[config.mk]
export PLATFORM = sky130hd
export DESIGN_NAME = spi_master_seq
export DESIGN_NICKNAME = d
export VERILOG_FILES = /design/src/rtl/spi_master_seq.sv
export SDC_FILE = /design/constraint.sdc
export NUM_CORES = 1
export LEC_CHECK = 0
export CORE_MARGIN = 2
export CORE_UTILIZATION = 50
export CTS_CLUSTER_SIZE = 28
export DETAILED_ROUTE_END_ITERATION = 7
export GPL_ROUTABILITY_DRIVEN = 0
export PLACE_DENSITY = 0.85
export SLEW_MARGIN = 5
export SYNTH_ARGS = -nofsm -noshare
export SYNTH_HDL_FRONTEND = slang
export SYNTH_SLANG_ARGS = --single-unit
[constraint.sdc]
create_clock -name clk -period 5.7 [get_ports clk]
set_clock_uncertainty 0.1 [all_clocks]
set_input_delay 0.855 -clock clk [delete_from_list [all_inputs] [get_ports clk]]
set_output_delay 0.855 -clock clk [all_outputs]
set_load 0.02 [all_outputs]
[src/rtl/spi_master_seq.sv]
// Transaction sequencer for an SPI shift-register datapath in master mode:
// load word, assert slave select, clock N pulses, return the received word.
module spi_master_seq #(
  parameter int word_width = 8,
  parameter int send_width = 1,
  parameter int SS_width   = 1,
  parameter int CLK_DIV    = 2,
  localparam int SSV_W     = $clog2((SS_width > 2) ? SS_width : 2)
) (
  input  logic                  clk,
  input  logic                  rst,
  input  logic                  start,
  input  logic                  abort,
  input  logic                  cpol,
  input  logic                  cpha,
  input  logic [SSV_W-1:0]      slave_sel,
  input  logic [word_width-1:0] tx_data,
  output logic [word_width-1:0] rx_data,
  output logic                  busy,
  output logic                  done,
  output logic                  spi_SE,
  output logic                  spi_WE,
  output logic                  spi_SSE,
  output logic [SSV_W-1:0]      spi_SSV,
  output logic                  spi_SCLK,
  output logic [word_width-1:0] spi_D_IN,
  input  logic [word_width-1:0] spi_D_OUT
);

  localparam int N  = word_width / send_width;
  localparam int CW = $clog2(2 * CLK_DIV);
  localparam int PW = (N > 1) ? $clog2(N) : 1;
  localparam logic [CW-1:0] HALF_END   = CW'(CLK_DIV - 1);
  localparam logic [CW-1:0] FULL_END   = CW'(2 * CLK_DIV - 1);
  localparam logic [PW-1:0] LAST_PULSE = PW'(N - 1);

  typedef enum logic [2:0] {IDLE, LOAD, SETUP, SHIFT, HOLD, DONE} state_t;

  state_t        state;
  logic          cpol_r;
  logic          cpha_r;
  logic [CW-1:0] cnt;
  logic [PW-1:0] pulse;

  always_ff @(posedge clk or posedge rst) begin
    if (rst) begin
      state    <= IDLE;
      cpol_r   <= 1'b0;
      cpha_r   <= 1'b0;
      cnt      <= '0;
      pulse    <= '0;
      rx_data  <= '0;
      busy     <= 1'b0;
      done     <= 1'b0;
      spi_SE   <= 1'b0;
      spi_WE   <= 1'b0;
      spi_SSE  <= 1'b0;
      spi_SSV  <= '0;
      spi_SCLK <= 1'b0;
      spi_D_IN <= '0;
    end else if (state != IDLE && abort) begin
      // Cancel: park the bus at the idle level of the current mode, no done pulse.
      state    <= IDLE;
      cnt      <= '0;
      pulse    <= '0;
      busy     <= 1'b0;
      done     <= 1'b0;
      spi_WE   <= 1'b0;
      spi_SSE  <= 1'b0;
      spi_SCLK <= cpol_r;
      spi_SE   <= cpol_r ^ cpha_r;
    end else begin
      done <= 1'b0;
      case (state)
        IDLE: begin
          cpol_r   <= cpol;
          cpha_r   <= cpha;
          spi_SE   <= cpol ^ cpha;
          spi_SCLK <= cpol;
          cnt      <= '0;
          pulse    <= '0;
          if (start && !abort) begin
            spi_D_IN <= tx_data;
            spi_SSV  <= slave_sel;
            busy     <= 1'b1;
            spi_WE   <= 1'b1;
            spi_SCLK <= ~cpol;
            state    <= LOAD;
          end
        end
        LOAD: begin
          // One full SCLK pulse with SSE low yields exactly one load edge in any mode.
          cnt <= cnt + 1'b1;
          if (cnt == HALF_END) spi_SCLK <= cpol_r;
          if (cnt == FULL_END) begin
            cnt     <= '0;
            spi_WE  <= 1'b0;
            spi_SSE <= 1'b1;
            state   <= SETUP;
          end
        end
        SETUP: begin
          cnt <= cnt + 1'b1;
          if (cnt == HALF_END) begin
            cnt      <= '0;
            spi_SCLK <= ~cpol_r;
            state    <= SHIFT;
          end
        end
        SHIFT: begin
          cnt <= cnt + 1'b1;
          if (cnt == HALF_END) spi_SCLK <= cpol_r;
          if (cnt == FULL_END) begin
            cnt <= '0;
            if (pulse == LAST_PULSE) begin
              pulse <= '0;
              state <= HOLD;
            end else begin
              pulse    <= pulse + 1'b1;
              spi_SCLK <= ~cpol_r;
            end
          end
        end
        HOLD: begin
          cnt <= cnt + 1'b1;
          if (cnt == HALF_END) begin
            cnt     <= '0;
            spi_SSE <= 1'b0;
            rx_data <= spi_D_OUT;
            done    <= 1'b1;
            state   <= DONE;
          end
        end
        DONE: begin
          busy  <= 1'b0;
          state <= IDLE;
        end
        default: state <= IDLE;
      endcase
    end
  end

endmodule

==> reports/qor.txt <==
Outcome -> finished, final reports clean
Worst-path cell chain -> clkdlybuf4s50_1 -> nor4_4 -> mux2_2
Final hold violation count -> 0
GRT overflow -> 0
DR WL/cell -> 15.3 um
Area grow syn2layout -> 31.6%
Multi-input logic area -> 767 sq um
Port Buffers -> 45
Final Setup Violations -> 0
Simple-gate portion of the synthesized area -> 0.136
Clock root buffer master -> clkbuf_4
Post-DP Area -> 0.00213 sq mm
EDFF count, synth -> 0
Sequential share of the synthesized area -> 0.494
Slowest CP cell -> clkdlybuf4s50_1
Core area -> 0.00313 sq mm
Die width -> 61.8 um
Post-synthesis compound-gate area fraction -> 0.109
Site Rows -> 20
Crit path DAT -> 2.65 ns
H-tree levels -> 2
Max Clk Rate -> 0.397 GHz
Starting density of the core -> 0.534
Worst Path Max Fanout -> 18
Drt total wl -> 3670 um
Most frequent cells in the layout -> clkdlybuf4s50_1 (45), dfrtp_1 (33), mux2_2 (23), a21oi_1 (11)
Post-cts resize count -> 0
R2r setup slk -> 3.61 ns
Setup Slack @ Placement -> 2.82 ns
DIE AREA -> 0.00382 sq mm
Path depth of the worst reg2reg path -> 5
Top-area cell type share of the netlist area -> 0.494
Drc violations -> 0
Max_slew headroom -> 0.560
Pint -> 411 uW
Synth unique cells -> 36
Startpoint class of the critical path -> input port
Max incr delay on CP -> 0.72 ns
Detail Placement HPWL -> 2670 um
Largest family of logic cells by synthesized area -> multiplexers
Seq. cell area -> 826 sq um
Logic pwr share -> 0.255
Switching Share -> 0.292
Finished Layout Cells -> 240
Hold path depth -> 1
Seq pwr share -> 0.481
CP Capture Type -> flip-flop
Max VDD drop -> 0.000276 V
RSZ-0062 raised after global routing -> false
Clock network power share -> 0.264
Post-Syn Area -> 0.00167 sq mm
Final WS setup -> 3.18 ns
Max-Cap Viols -> 0
Reg clk slew, reported paths -> 0.11 ns
Clock buffer depth -> 2
Period utilization -> 0.442
Final ANT Viol Nets -> 0
Reg-to-Reg End -> rx_data[7]$_DFFE_PP0P_
Average size of a mapped cell -> 11.0 sq um
Die H -> 61.8 um
Initial antenna violation count -> 0
Net Switching -> 170 uW
WHS Endpoint -> rx_data[0]$_DFFE_PP0P_
Max-slew violations -> 0
Synth Register Bits -> 33
Mux contribution to synthesized area -> 0.161
Largest cells by area after synthesis -> dfrtp_1 (49%), mux2_2 (16%), ha_1 (3.7%)
TritonRoute pass-1 iters -> 4
Hold Crit Class -> flip-flop to flip-flop
Commonest non-fill, non-tap cell in the layout -> clkdlybuf4s50_1
Via/cell ratio -> 5.36
Worst-skew pair later-pin latency -> 0.33 ns
Share of cells above drive strength 1 -> 0.184
Layout Nets -> 223
P per Cell Area -> 264 mW/mm^2
FILL cells -> 219
R2r startpoint -> cnt[1]$_DFFE_PP0P_
Synth Area in XOR/XNOR -> 0.0157
CTS Sinks -> 33
Synth async-reset ratio -> 1.00
Net count after synthesis -> 180
# diodes -> 0
DR vias -> 1,287
Dominant synthesized flop cell -> dfrtp_1
GRT Resource Usage Total -> 0.230
I/O pin count -> 46
Number of setup buffers added after CTS -> 0
Starting DRC count in detailed routing -> 73
Cell leakage power -> 0.904 nW
Top cell type by total area after synthesis -> dfrtp_1
Post-synthesis cell count -> 152
Worst-Margin Slew -> 0.661 ns
Largest net degree at the start of global routing -> 34
TritonCTS clock tree -> done
CP Class -> input port to flip-flop
Vias in the first global route -> 1,323
Yosys warnings -> 0
Adder-cell share of the synthesized area -> 0.0375
Hold path start -> rx_data[0]$_DFFE_PP0P_
Min cycle time layout -> 2.52 ns
Global-route wire length before repair -> 6310 um
CTS Buf Count -> 5
Cts hold-fix bufs -> 0
Sum Neg Setup Slack -> 0 ns
DP Cell Count -> 232
Worst EP required -> 5.83 ns
Post-route design area -> 0.00220 sq mm
==> per-stage QoR <==
stage / utilization / hold slack [ns] / power [mW]
floorplan: - / 0.384 / 0.357
global placement: 0.680 / 0.390 / 0.425
detailed placement: 0.680 / 0.395 / 0.433
CTS: 0.703 / 0.423 / 0.583
global route: 0.703 / 0.441 / 0.610
finish: 0.703 / 0.424 / 0.581
==> cell families (layout without fill, tap and decap cells) <==
logic type,Yosys count,in the layout
AOI/OAI and AO/OA,31,31
xor gates and xnor gates,3,3
adders and majority gates,5,5
buffers and inverters,16,60
DFF,33,33
muxes,24,24
and+or+nand+nor,40,40
==> routing by layer <==
metal / vias up / wire length, um / track usage
li1: 616 / - / -
met1: 618 / 1590 / 0.304
met2: 49 / 1780 / 0.358
met3: 4 / 256 / 0.0932
met4: 0 / 36 / 0.0547
met5: - / 0 / 0
==> sequential cells by signal (all words and copies together), names as in the netlist, 2 cells and up <==
name and count:
rx_data 8, spi_D_IN 8, pulse 3, state 3, cnt 2
==> cell type report <==
cell class                 count  area share
timing repair buffer          46       0.208
inverter                       6      0.0102
clock buffer                   7      0.0296
clock inverter                 1     0.00228
tap                           44      0.0250
multi-input combinational    103       0.349
sequential                    33       0.376
==> power groups by stage <==
stage / clock network, mW / registers [mW] / logic (mW)
final: 0.153 / 0.279 / 0.148
after global routing: 0.168 / 0.283 / 0.159
after CTS: 0.154 / 0.280 / 0.150
after detailed placement: 0 / 0.284 / 0.149
after global placement: 0 / 0.281 / 0.144
after floorplan: 0 / 0.306 / 0.0507
==> synthesized netlist by cell type (2+ instances only) <==
cell / instances
nor4_1: 2
clkbuf_1: 3
ha_1: 5
buf_2: 4
xnor2_1: 3
inv_1: 6
o21ai_0: 9
nand2_1: 8
nand3_1: 4
nor3b_1: 2
dfrtp_1: 33
a21oi_1: 11
o22ai_1: 2
nor2_1: 9
mux2_2: 23
a31oi_1: 2
nor3_1: 2
nand2b_1: 4
nand3b_1: 3
==> worst max path at each step <==
stage,endpoint,start,cells after the start,slack [ns]
global route,rx_data[2]$_DFFE_PP0P_,abort,3,3.05
finish,rx_data[7]$_DFFE_PP0P_,abort,3,3.18
floorplan,rx_data[0]$_DFFE_PP0P_,abort,3,3.67
CTS,rx_data[7]$_DFFE_PP0P_,abort,3,3.17
detailed placement,rx_data[7]$_DFFE_PP0P_,abort,3,2.82
global placement,rx_data[7]$_DFFE_PP0P_,abort,3,2.91
==> worst max-delay path: cells and delay by family <==
kind / cells / cell delay [ns]
and+or+nand+nor: 1 / 0.66
muxes: 1 / 0.41
buffers and inverters: 1 / 0.72
(Power assumes the default switching activity.)
